**src/rtl/vga_sync_gen_if.sv**
```systemverilog
// Sync/position bundle from the VGA timing master to every draw module.
// The master drives all signals; draw modules only observe them.
interface vga_sync_gen_if;
    logic       hSync;
    logic       vSync;
    logic [9:0] display_x_pos;
    logic [9:0] display_y_pos;
    logic       active;
    logic       line_start;
    logic       frame_start;

    modport master (
        output hSync, vSync, display_x_pos, display_y_pos, active, line_start, frame_start
    );

    modport slave (
        input  hSync, vSync, display_x_pos, display_y_pos, active, line_start, frame_start
    );
endinterface

```
**src/rtl/vga_sync_gen.sv**
```systemverilog
// VGA timing master: free-running pixel/line counters with registered sync, active and
// line/frame markers, all derived from the next count so they change on the same edge.
module vga_sync_gen #(
    parameter int H_ACTIVE = 640,
    parameter int H_FP     = 16,
    parameter int H_SYNC   = 96,
    parameter int H_BP     = 48,
    parameter int V_ACTIVE = 480,
    parameter int V_FP     = 10,
    parameter int V_SYNC   = 2,
    parameter int V_BP     = 33,
    parameter bit SYNC_POL = 1'b0
) (
    input  logic           i_CLK,
    input  logic           i_RST_N,
    input  logic           i_pix_en,
    vga_sync_gen_if.master vga
);

    // Totals must fit the 10-bit counters (<= 1024).
    localparam int H_TOTAL = H_ACTIVE + H_FP + H_SYNC + H_BP;
    localparam int V_TOTAL = V_ACTIVE + V_FP + V_SYNC + V_BP;

    localparam logic [9:0] H_LAST       = 10'(H_TOTAL - 1);
    localparam logic [9:0] V_LAST       = 10'(V_TOTAL - 1);
    localparam logic [9:0] H_ACT_END    = 10'(H_ACTIVE);
    localparam logic [9:0] V_ACT_END    = 10'(V_ACTIVE);
    localparam logic [9:0] H_SYNC_START = 10'(H_ACTIVE + H_FP);
    localparam logic [9:0] H_SYNC_END   = 10'(H_ACTIVE + H_FP + H_SYNC);
    localparam logic [9:0] V_SYNC_START = 10'(V_ACTIVE + V_FP);
    localparam logic [9:0] V_SYNC_END   = 10'(V_ACTIVE + V_FP + V_SYNC);

    logic [9:0] x_q, y_q;
    logic [9:0] x_nxt, y_nxt;
    logic       x_wrap;
    logic       hsync_q, vsync_q, active_q, line_start_q, frame_start_q;
    logic       hsync_nxt, vsync_nxt, active_nxt;

    always_comb begin
        x_wrap = (x_q == H_LAST);
        x_nxt  = x_wrap ? 10'd0 : x_q + 10'd1;
        y_nxt  = y_q;
        if (x_wrap) begin
            y_nxt = (y_q == V_LAST) ? 10'd0 : y_q + 10'd1;
        end
    end

    always_comb begin
        hsync_nxt  = ((x_nxt >= H_SYNC_START) && (x_nxt < H_SYNC_END)) ? SYNC_POL : ~SYNC_POL;
        vsync_nxt  = ((y_nxt >= V_SYNC_START) && (y_nxt < V_SYNC_END)) ? SYNC_POL : ~SYNC_POL;
        active_nxt = (x_nxt < H_ACT_END) && (y_nxt < V_ACT_END);
    end

    // Without a pixel enable everything holds except the markers, which are one-enable pulses.
    always_ff @(posedge i_CLK or negedge i_RST_N) begin
        if (!i_RST_N) begin
            x_q           <= '0;
            y_q           <= '0;
            hsync_q       <= ~SYNC_POL;
            vsync_q       <= ~SYNC_POL;
            active_q      <= 1'b0;
            line_start_q  <= 1'b0;
            frame_start_q <= 1'b0;
        end else if (i_pix_en) begin
            x_q           <= x_nxt;
            y_q           <= y_nxt;
            hsync_q       <= hsync_nxt;
            vsync_q       <= vsync_nxt;
            active_q      <= active_nxt;
            line_start_q  <= (x_nxt == 10'd0);
            frame_start_q <= (x_nxt == 10'd0) && (y_nxt == 10'd0);
        end else begin
            line_start_q  <= 1'b0;
            frame_start_q <= 1'b0;
        end
    end

    assign vga.hSync         = hsync_q;
    assign vga.vSync         = vsync_q;
    assign vga.display_x_pos = x_q;
    assign vga.display_y_pos = y_q;
    assign vga.active        = active_q;
    assign vga.line_start    = line_start_q;
    assign vga.frame_start   = frame_start_q;

endmodule

```
**src/flat_wrapper.sv**
```systemverilog
// flat-port wrapper written by rule: the top's interface ports become plain ports
module vga_sync_gen_flat 
#(
    parameter int H_ACTIVE = 640,
    parameter int H_FP     = 16,
    parameter int H_SYNC   = 96,
    parameter int H_BP     = 48,
    parameter int V_ACTIVE = 480,
    parameter int V_FP     = 10,
    parameter int V_SYNC   = 2,
    parameter int V_BP     = 33,
    parameter bit SYNC_POL = 1'b0
)
  (i_CLK, i_RST_N, i_pix_en, vga_hSync, vga_vSync, vga_display_x_pos, vga_display_y_pos, vga_active, vga_line_start, vga_frame_start);
  vga_sync_gen_if vga_i ();
  input  logic i_CLK;
  input  logic i_RST_N;
  input  logic i_pix_en;
  output wire logic [$bits(vga_i.hSync)-1:0] vga_hSync;
  output wire logic [$bits(vga_i.vSync)-1:0] vga_vSync;
  output wire logic [$bits(vga_i.display_x_pos)-1:0] vga_display_x_pos;
  output wire logic [$bits(vga_i.display_y_pos)-1:0] vga_display_y_pos;
  output wire logic [$bits(vga_i.active)-1:0] vga_active;
  output wire logic [$bits(vga_i.line_start)-1:0] vga_line_start;
  output wire logic [$bits(vga_i.frame_start)-1:0] vga_frame_start;
  assign vga_hSync = vga_i.hSync;
  assign vga_vSync = vga_i.vSync;
  assign vga_display_x_pos = vga_i.display_x_pos;
  assign vga_display_y_pos = vga_i.display_y_pos;
  assign vga_active = vga_i.active;
  assign vga_line_start = vga_i.line_start;
  assign vga_frame_start = vga_i.frame_start;
  vga_sync_gen #(.H_ACTIVE(H_ACTIVE), .H_FP(H_FP), .H_SYNC(H_SYNC), .H_BP(H_BP), .V_ACTIVE(V_ACTIVE), .V_FP(V_FP), .V_SYNC(V_SYNC), .V_BP(V_BP), .SYNC_POL(SYNC_POL)) u_core (.i_CLK(i_CLK), .i_RST_N(i_RST_N), .i_pix_en(i_pix_en), .vga(vga_i));
endmodule
```
**config.mk**
```make
export PLATFORM = sky130hd
export DESIGN_NAME = vga_sync_gen_flat
export DESIGN_NICKNAME = d
export VERILOG_FILES = /design/src/rtl/vga_sync_gen_if.sv /design/src/rtl/vga_sync_gen.sv /design/src/flat_wrapper.sv
export SDC_FILE = /design/constraint.sdc
export NUM_CORES = 1
export LEC_CHECK = 0
export CORE_MARGIN = 4
export CORE_UTILIZATION = 45
export CTS_CLUSTER_DIAMETER = 60
export DETAILED_ROUTE_END_ITERATION = 16
export GPL_TIMING_DRIVEN = 0
export PLACE_DENSITY = 0.83
export SYNTH_ARGS = -nofsm -noshare
export SYNTH_HDL_FRONTEND = slang
export SYNTH_SLANG_ARGS = --single-unit
```
**constraint.sdc**
```tcl
create_clock -name i_CLK -period 2.3 [get_ports i_CLK]
set_clock_uncertainty 0.2 [all_clocks]
set_input_delay 0.345 -clock i_CLK [delete_from_list [all_inputs] [get_ports i_CLK]]
set_output_delay 0.345 -clock i_CLK [all_outputs]
set_load 0.01 [all_outputs]
```
==> run summary, run 1 <==
Pint - 0.989 mW
synth top area cells - dfrtp_1 34%, xnor2_1 6.8%, nand3_1 4.2%, nand2_1 4.0%, nor2_1 3.4%
crit path max fanout - 6
LEAKAGE - 0.947 nW
warnings from Yosys - 0
final hold violations - 0
initial core utilization - 0.484
PnR worst setup slack - -0.0512 ns
critical path endpoint category - flip-flop
Die H - 69.1 µm
clock share of power - 0.175
clk sinks - 25
most common cell after layout, fill and taps aside - clkdlybuf4s50_1
H-tree Lvls - 1
Crit-path slowest cell - dfrtp_2
# rows - 21
initial antenna violation count - 0
Mapped Area - 0.00168 mm²
Layout area overhead - 37.0%
layout cell share with drive strength beyond 1 - 0.231
Tot Pwr - 1.55 mW
CP arrival - 2.36 ns
most frequent cells in the layout - 26 x clkdlybuf4s50_1, 23 x buf_4, 20 x dfrtp_1
Initial DRC Count - 156
CTS tree - yes
synthesized instance count - 190
clock buffer depth - 2
final setup fails - 1
hold-critical path endpoint - u_core.vga.hSync$_DFFE_PN1P_
Hold WC Path Type - reg2reg
worst path required time - 2.31 ns
CORE AREA - 0.00347 mm²
Nets - 250
Sequential Power Share - 0.366
run status - finished with violations
RSZ-0062 raised after global routing - yes
Top FF cell, synth - dfrtp_1
internal reg-to-reg setup slack - -0.05 ns
GRT overflow - 0
Synth top area share - 0.343
CP max stage delay - 0.43 ns
dpl hpwl - 2.91 mm
Post-synth EDFFs - 0
fin crit share - 1.02
routability-driven placement congestion ratio - 0.860
post-layout min period - 2.35 ns
failing checks - negative setup slack
I/O Buffers - 26
IO Count - 28
number of diodes - 0
DIE AREA - 0.00478 mm²
post-synthesis sequential area ratio - 0.374
root buffer cell - clkbuf_8
first-pass GRT wire length - 7.20 mm
async set-reset flop share out of synthesis - 1.00
Switching Share - 0.360
Worst-Margin Slew - 1.07 ns
worst r2r dst - u_core.vga.frame_start$_DFF_PN0_
syn avg cell area - 8.84 µm²
combinational power share - 0.460
DRT Pass-1 Iters - 4
pin count of the biggest net entering global routing - 26
Max-Cap Viols - 0
Routed Wire Length - 4.77 mm
critical path launch point type - flip-flop
net count after synthesis - 197
Post-Place Worst Slack - -0.255 ns
sw power - 0.558 mW
cell family with most CP delay - simple AND/OR/NAND/NOR gates
Worst R2R Start - u_core.vga.display_x_pos[6]$_DFFE_PN0P_
Tot GR Track Use - 0.180
hold depth - 2
remaining routing DRC violations - 0
crit path cell chain - or2_0, buf_4, or3_4, buf_8, a211oi_4, o211ai_1, nor3_1, and4_1
vias per cell - 5.87
R2R cell count - 8
worst skew pair latency - 0.27 ns
# fillers - 283
#FFs+latches synth - 25
min-delay src - u_core.vga.hSync$_DFFE_PN1P_
crit path buf inv count - 2
Power Density - 672 mW/mm²
max-slew violation count - 0
Slew headroom - 0.284
Vias - 1690
Die X - 69.1 µm
cts hold-fix bufs - 0
vias in the first global route - 1550
VDD IR max - 0.367 mV
Synth cell types - 53
Routed WL per cell - 16.6 µm
Hold Slack - 0.295 ns
Synth area leader - dfrtp_1
clk slew on worst S/H paths - 0.09 ns
Fmax - 0.425 GHz
Routed Antenna Nets - 0
number of buffers created by CTS - 3
critical path class - reg2reg
## layer usage
layer	track usage	vias to the layer above	share of wire
met5	0	-	0
met4	0.0781	0	0.029
met3	0.0320	18	0.062
met2	0.280	82	0.47
met1	0.245	793	0.44
li1	-	797	-
## timing repair
action | 4_1_cts | 5_1_grt
cloned | 0 | 0
resized for setup | 13 | 6
pin swaps | 4 | 7
endpoints found under the setup margin | 11 | 8
buffers inserted | 9 | 15
## cell type report
cell class / count / area (µm²) / area share
multi-input combinational: 146 / 1030 / 0.446
sequential: 25 / 632 / 0.274
timing repair buffer: 50 / 457 / 0.198
tap: 46 / 57.6 / 0.0250
buffer: 9 / 53.8 / 0.0234
clock buffer: 3 / 41.3 / 0.0179
inverter: 8 / 30.0 / 0.0130
clock inverter: 1 / 5.00 / 0.00217
## how the worst max path moves through the flow
| stage | cells after the start | startpoint | to | slack, ns |
|---|---|---|---|---|
| 6_report | 8 | u_core.vga.display_x_pos[6]$_DFFE_PN0P_ | u_core.vga.frame_start$_DFF_PN0_ | -0.05 |
| 5_1_grt | 8 | u_core.vga.display_x_pos[6]$_DFFE_PN0P_ | u_core.vga.frame_start$_DFF_PN0_ | -0.21 |
| 4_1_cts | 9 | u_core.vga.display_x_pos[5]$_DFFE_PN0P_ | u_core.vga.frame_start$_DFF_PN0_ | -0.09 |
| 3_5_place_dp | 7 | u_core.vga.display_x_pos[0]$_DFFE_PN0P_ | u_core.vga.frame_start$_DFF_PN0_ | -0.25 |
| 3_3_place_gp | 7 | u_core.vga.display_x_pos[0]$_DFFE_PN0P_ | u_core.vga.active$_DFFE_PN0P_ | -0.23 |
| 2_1_floorplan | 9 | u_core.vga.display_x_pos[5]$_DFFE_PN0P_ | u_core.vga.frame_start$_DFF_PN0_ | 0.007 |
## sequential cells by signal, summed over array words and instances (netlist names)
register and flops:
u_core.vga.display_y_pos 10, u_core.vga.vSync 1, u_core.vga.frame_start 1, u_core.vga.display_x_pos 10
u_core.vga.hSync 1, u_core.vga.line_start 1, u_core.vga.active 1
## tightest hold or removal path, cell delays in order, from the launching register on
cell     delay [ns]
dfstp_2        0.38
nor2_1         0.07
a21oi_1        0.05
## kinds of logic after synthesis
| logic type | share of synthesized area |
|---|---|
| buffers and inverters | 0.0536 |
| xor gates and xnor gates | 0.0938 |
| AOI/OAI and AO/OA | 0.174 |
| and+or+nand+nor | 0.249 |
| DFF | 0.374 |
| adders and majority gates | 0.0298 |
| muxes | 0.0261 |
## power by group through the flow
stage	registers [mW]	logic, mW	clock network, mW
after floorplan	0.589	0.313	0
after global placement	0.569	0.507	0
after detailed placement	0.573	0.524	0
after CTS	0.565	0.592	0.268
after global routing	0.569	0.752	0.293
final	0.566	0.711	0.270
## metrics by stage
step,cell area (µm²),setup TNS (ns),std cells,utilization
5_1_grt,2300,-0.528,288,0.664
3_5_place_dp,2010,-1.09,262,0.580
4_1_cts,2170,-0.232,274,0.626
2_1_floorplan,1690,0,190,-
6_report,2300,-0.0512,288,0.664
3_3_place_gp,2010,-0.921,262,0.580
## Yosys cell counts (all sizes together), types with 5 or more instances
cell and number:
a21oi 8, and3 7, buf 5, clkbuf 6, dfrtp 23, inv 8, nand2 18, nand3 14
nor2 16, nor3 6, o21ai 11, xnor2 13, xor2 5
Power figures use the tool's default switching activity.
==> run 2, diff against run 1 <==
--- a/config.mk
+++ b/config.mk
@@ -9,7 +9,7 @@
 export CORE_UTILIZATION = 45
 export CTS_CLUSTER_DIAMETER = 60
 export DETAILED_ROUTE_END_ITERATION = 16
-export GPL_TIMING_DRIVEN = 0
+export GPL_TIMING_DRIVEN = 1
 export PLACE_DENSITY = 0.83
 export SYNTH_ARGS = -nofsm -noshare
 export SYNTH_HDL_FRONTEND = slang
==> run summary, run 2 (same netlist as run 1, synthesis figures left out) <==
RSZ-0062 raised after global routing - yes (unchanged)
worst path required time - 2.32 ns (was 2.31 ns)
clk slew on worst S/H paths - 0.09 ns (about the same)
critical path endpoint category - flip-flop (unchanged)
critical path launch point type - flip-flop (unchanged)
most frequent cells in the layout - 29 x buf_4, 27 x clkdlybuf4s50_1, 20 x dfrtp_1 (was 26 x clkdlybuf4s50_1, 23 x buf_4, 20 x dfrtp_1)
# fillers - 278 (was 283)
fin crit share - 0.965 (was 1.02)
initial antenna violation count - 0 (unchanged)
VDD IR max - 0.280 mV (was 0.367 mV)
GRT overflow - 0 (unchanged)
CORE AREA - 0.00347 mm² (unchanged)
IO Count - 28 (unchanged)
H-tree Lvls - 1 (unchanged)
vias per cell - 5.71 (was 5.87)
max-slew violation count - 0 (unchanged)
DIE AREA - 0.00478 mm² (unchanged)
Nets - 249 (was 250)
clock share of power - 0.184 (was 0.175)
Layout area overhead - 35.8% (was 37.0%)
most common cell after layout, fill and taps aside - buf_4 (was clkdlybuf4s50_1)
initial core utilization - 0.484 (unchanged)
Die X - 69.1 µm (unchanged)
Max-Cap Viols - 0 (unchanged)
number of buffers created by CTS - 3 (unchanged)
post-layout min period - 2.22 ns (was 2.35 ns)
Routed WL per cell - 15.3 µm (was 16.6 µm)
clk sinks - 25 (unchanged)
worst skew pair latency - 0.27 ns (about the same)
run status - finished, final reports clean (was finished with violations)
Post-Place Worst Slack - 0.00693 ns (was -0.255 ns)
first-pass GRT wire length - 7.28 mm (was 7.20 mm)
combinational power share - 0.417 (was 0.460)
crit path cell chain - inv_1, ha_1, nor4bb_1, buf_4, nand3_1, a21oi_1, a22oi_1, o21ai_0, and4_1 (was or2_0, buf_4, or3_4, buf_8, a211oi_4, o211ai_1, nor3_1, and4_1)
Critical Path Stages - 9 (was 8)
worst r2r dst - u_core.vga.frame_start$_DFF_PN0_ (unchanged)
CP max stage delay - 0.45 ns (was 0.43 ns)
PnR worst setup slack - 0.0816 ns (was -0.0512 ns)
Routed Wire Length - 4.39 mm (was 4.77 mm)
R2R cell count - 9 (was 8)
Vias - 1640 (was 1690)
pin count of the biggest net entering global routing - 26 (unchanged)
Pint - 0.930 mW (was 0.989 mW)
remaining routing DRC violations - 0 (unchanged)
Fmax - 0.451 GHz (was 0.425 GHz)
Tot GR Track Use - 0.185 (was 0.180)
sw power - 0.504 mW (was 0.558 mW)
Worst R2R Start - u_core.vga.display_y_pos[1]$_DFFE_PN0P_ (was u_core.vga.display_x_pos[6]$_DFFE_PN0P_)
Initial DRC Count - 116 (was 156)
number of diodes - 0 (unchanged)
cell family with most CP delay - simple AND/OR/NAND/NOR gates (unchanged)
final setup fails - 0 (was 1)
clock buffer depth - 2 (unchanged)
post-route setup TNS - 0 ns (was -0.0512 ns)
routability-driven placement congestion ratio - 0.936 (was 0.860)
Slew headroom - 0.720 (was 0.284)
critical path class - reg2reg (unchanged)
I/O Buffers - 27 (was 26)
root buffer cell - clkbuf_8 (unchanged)
crit path max fanout - 5 (was 6)
Worst-Margin Slew - 0.418 ns (was 1.07 ns)
crit path buf inv count - 2 (unchanged)
Crit-path slowest cell - dfrtp_1 (was dfrtp_2)
Die H - 69.1 µm (unchanged)
LEAKAGE - 0.962 nW (was 0.947 nW)
layout cell share with drive strength beyond 1 - 0.224 (was 0.231)
Sequential Power Share - 0.398 (was 0.366)
internal reg-to-reg setup slack - 0.08 ns (was -0.05 ns)
# rows - 21 (unchanged)
CP arrival - 2.23 ns (was 2.36 ns)
Hold WC Path Type - in2async (was reg2reg)
final hold violations - 0 (unchanged)
vias in the first global route - 1536 (was 1550)
Routed Antenna Nets - 0 (unchanged)
DRT Pass-1 Iters - 4 (unchanged)
CTS tree - yes (unchanged)
dpl hpwl - 3.31 mm (was 2.91 mm)
Switching Share - 0.351 (was 0.360)
Power Density - 628 mW/mm² (was 672 mW/mm²)
[run 2: how the worst max path moves through the flow]
stage | start | end | slack, ns
after floorplan | u_core.vga.display_x_pos[5]$_DFFE_PN0P_ | u_core.vga.frame_start$_DFF_PN0_ | 0.007
after global placement | u_core.vga.display_x_pos[0]$_DFFE_PN0P_ | u_core.vga.frame_start$_DFF_PN0_ | 0.12
after detailed placement | u_core.vga.display_x_pos[0]$_DFFE_PN0P_ | u_core.vga.frame_start$_DFF_PN0_ | 0.007
after CTS | u_core.vga.display_x_pos[3]$_DFFE_PN0P_ | u_core.vga.frame_start$_DFF_PN0_ | 0.01
after global routing | u_core.vga.display_y_pos[1]$_DFFE_PN0P_ | u_core.vga.frame_start$_DFF_PN0_ | -0.05
final | u_core.vga.display_y_pos[1]$_DFFE_PN0P_ | u_core.vga.frame_start$_DFF_PN0_ | 0.08
[run 2: layer usage]
| layer | global-route usage | vias up | share of wire |
|---|---|---|---|
| met3 | 0.0203 | 9 | 0.056 |
| met2 | 0.296 | 59 | 0.46 |
| li1 | - | 798 | - |
| met1 | 0.253 | 774 | 0.46 |
| met4 | 0.0781 | 0 | 0.023 |
| met5 | 0 | - | 0 |
[run 2: power groups by stage]
| stage | sequential, mW | clock [mW] | combinational (mW) |
|---|---|---|---|
| CTS | 0.567 | 0.275 | 0.582 |
| floorplan | 0.589 | 0 | 0.313 |
| detailed placement | 0.573 | 0 | 0.577 |
| global placement | 0.568 | 0 | 0.570 |
| global route | 0.581 | 0.289 | 0.656 |
| finish | 0.571 | 0.264 | 0.599 |
[run 2: repair_timing]
item	in CTS	in global routing
buffers inserted	0	1
hold endpoints to repair	0	0
setup endpoints to repair	1	4
pin swaps	0	2
gates resized for setup	1	8
gates cloned	0	0
hold buffers	0	0
[run 2: per-stage QoR]
step | std cells | total power [mW] | cell area, µm² | hold slack [ns] | util
after CTS | 286 | 1.42 | 2230 | 0.251 | 0.644
after floorplan | 190 | 0.902 | 1690 | -0.151 | -
final | 287 | 1.43 | 2280 | 0.237 | 0.658
after detailed placement | 282 | 1.15 | 2190 | 0.288 | 0.631
after global placement | 282 | 1.14 | 2190 | 0.280 | 0.631
after global routing | 287 | 1.53 | 2280 | 0.279 | 0.658
[run 2: final cells by class]
cell class,count,area [µm²],share of cell area
multi-input combinational,146,1010,0.441
sequential,25,632,0.277
timing repair buffer,58,510,0.224
tap,46,57.6,0.0252
clock buffer,4,45.0,0.0197
inverter,8,30.0,0.0132
==> run 3, diff against run 2 <==
--- a/config.mk
+++ b/config.mk
@@ -6,11 +6,12 @@
 export NUM_CORES = 1
 export LEC_CHECK = 0
 export CORE_MARGIN = 4
-export CORE_UTILIZATION = 45
+export CORE_UTILIZATION = 41
 export CTS_CLUSTER_DIAMETER = 60
 export DETAILED_ROUTE_END_ITERATION = 16
 export GPL_TIMING_DRIVEN = 1
-export PLACE_DENSITY = 0.83
+export PLACE_DENSITY = 0.78
 export SYNTH_ARGS = -nofsm -noshare
 export SYNTH_HDL_FRONTEND = slang
 export SYNTH_SLANG_ARGS = --single-unit
+export TNS_END_PERCENT = 10
==> run summary, run 3 (same netlist as run 1, synthesis figures left out) <==
LEAKAGE - 0.962 nW (about the same)
pin count of the biggest net entering global routing - 26 (unchanged)
final hold violations - 0 (unchanged)
number of buffers created by CTS - 3 (unchanged)
cts hold-fix bufs - 0 (unchanged)
critical path launch point type - flip-flop (unchanged)
PnR worst setup slack - 0.0656 ns (was 0.0816 ns)
Post-Place Worst Slack - -0.0275 ns (was 0.00693 ns)
Post CTS Setup Buffer Count - 0 (unchanged)
dpl hpwl - 3.28 mm (was 3.31 mm)
max-slew violation count - 0 (unchanged)
DRT Pass-1 Iters - 5 (was 4)
Layout area overhead - 37.5% (was 35.8%)
routability-driven placement congestion ratio - 0.966 (was 0.936)
vias in the first global route - 1587 (was 1536)
Die H - 72.0 µm (was 69.1 µm)
placed cell count - 286 (was 282)
clk sinks - 25 (unchanged)
number of diodes - 0 (unchanged)
Power Density - 629 mW/mm² (was 628 mW/mm²)
R2R cell count - 9 (unchanged)
root buffer cell - clkbuf_8 (unchanged)
Routed Antenna Nets - 0 (unchanged)
Routed Wire Length - 4.61 mm (was 4.39 mm)
worst skew pair latency - 0.28 ns (was 0.27 ns)
Worst-Margin Slew - 0.427 ns (was 0.418 ns)
Hold WC Path Type - in2async (unchanged)
DIE AREA - 0.00519 mm² (was 0.00478 mm²)
Tot GR Track Use - 0.184 (was 0.185)
I/O Buffers - 27 (unchanged)
Vias - 1694 (was 1640)
vias per cell - 5.82 (was 5.71)
RSZ-0062 raised after global routing - yes (unchanged)
Final Util - 0.582 (was 0.658)
most frequent cells in the layout - 28 x buf_4, 27 x clkdlybuf4s50_1, 21 x dfrtp_1 (was 29 x buf_4, 27 x clkdlybuf4s50_1, 20 x dfrtp_1)
Final Instance Count excl. Fillers - 291 (was 287)
fin crit share - 0.971 (was 0.965)
CP arrival - 2.23 ns (about the same)
most common cell after layout, fill and taps aside - buf_4 (unchanged)
critical path class - reg2reg (unchanged)
initial antenna violation count - 0 (unchanged)
clk slew on worst S/H paths - 0.09 ns (about the same)
Nets - 249 (unchanged)
crit path max fanout - 7 (was 5)
# rows - 23 (was 21)
worst path required time - 2.30 ns (was 2.32 ns)
remaining routing DRC violations - 0 (unchanged)
run status - finished, final reports clean (unchanged)
IO Count - 28 (unchanged)
CTS tree - yes (unchanged)
GRT overflow - 0 (unchanged)
final setup fails - 0 (unchanged)
H-tree Lvls - 1 (unchanged)
CORE AREA - 0.00397 mm² (was 0.00347 mm²)
VDD IR max - 0.278 mV (was 0.280 mV)
post-layout min period - 2.23 ns (was 2.22 ns)
Initial DRC Count - 178 (was 116)
critical path endpoint category - flip-flop (unchanged)
clock buffer depth - 2 (unchanged)
Hold Slack - 0.219 ns (was 0.237 ns)
first-pass GRT wire length - 7.59 mm (was 7.28 mm)
initial core utilization - 0.423 (was 0.484)
Die X - 72.0 µm (was 69.1 µm)
Max-Cap Viols - 0 (unchanged)
layout cell share with drive strength beyond 1 - 0.241 (was 0.224)
Fmax - 0.448 GHz (was 0.451 GHz)
Slew headroom - 0.713 (was 0.720)
Routed WL per cell - 15.8 µm (was 15.3 µm)
[run 3: layout make-up]
cell class	count	area [µm²]
clock buffers	3	41.3
clock inverters	1	5.00
fillers	341	1660
inverters	8	30.0
multi-input cells	147	1040
flip-flops and latches	25	631
well taps	50	62.6
repair buffers	57	503
[run 3: path summary, 6_finish.rpt]
check / startpoint / endpoint / slack (ns)
worst max-delay path: u_core.vga.display_x_pos[1]$_DFFE_PN0P_ / u_core.vga.vSync$_DFFE_PN1P_ / 0.07
worst min-delay path: i_RST_N / u_core.vga.display_x_pos[3]$_DFFE_PN0P_ / 0.22
worst max register to register: u_core.vga.display_x_pos[1]$_DFFE_PN0P_ / u_core.vga.vSync$_DFFE_PN1P_ / 0.07
worst min register to register: u_core.vga.hSync$_DFFE_PN1P_ / u_core.vga.hSync$_DFFE_PN1P_ / 0.30
max in group asynchronous: i_RST_N / u_core.vga.vSync$_DFFE_PN1P_ / 1.38
min in group i_CLK: u_core.vga.hSync$_DFFE_PN1P_ / u_core.vga.hSync$_DFFE_PN1P_ / 0.30
[run 3: what timing repair did]
item                                   in CTS  in global routing
resized for setup                           2                 11
cloned                                      0                  1
pin swaps                                   0                  4
endpoints found under the hold margin       0                  0
setup endpoints to repair                   2                  3
[run 3: critical path, stage by stage, from the launching register on]
cell      delay [ns]
dfrtp_2         0.40
ha_4            0.17
nand4_4         0.12
buf_6           0.17
nor4_1          0.33
buf_4           0.18
a211oi_4        0.04
buf_4           0.16
a211oi_1        0.24
a31oi_1         0.14
[run 3: through the flow]
step                total power [mW]  cell area, µm²  TNS [ns]
finish                          1.45            2310         0
CTS                             1.43            2250         0
global placement                1.13            2190         0
floorplan                      0.902            1690         0
detailed placement              1.15            2190   -0.0275
global route                    1.54            2310   -0.0181
[run 3: power by group]
group / switching (mW) / internal, mW / total, mW
combinational: 0.300 / 0.306 / 0.606
clock: 0.155 / 0.122 / 0.276
sequential: 0.0747 / 0.496 / 0.571
total: 0.529 / 0.924 / 1.45
[run 3: routing by layer]
layer / up-vias / part of all wire / GRT usage
met5: - / 0 / 0
met1: 816 / 0.46 / 0.266
li1: 797 / - / -
met3: 10 / 0.063 / 0.0222
met2: 71 / 0.46 / 0.286
met4: 0 / 0.017 / 0.0605
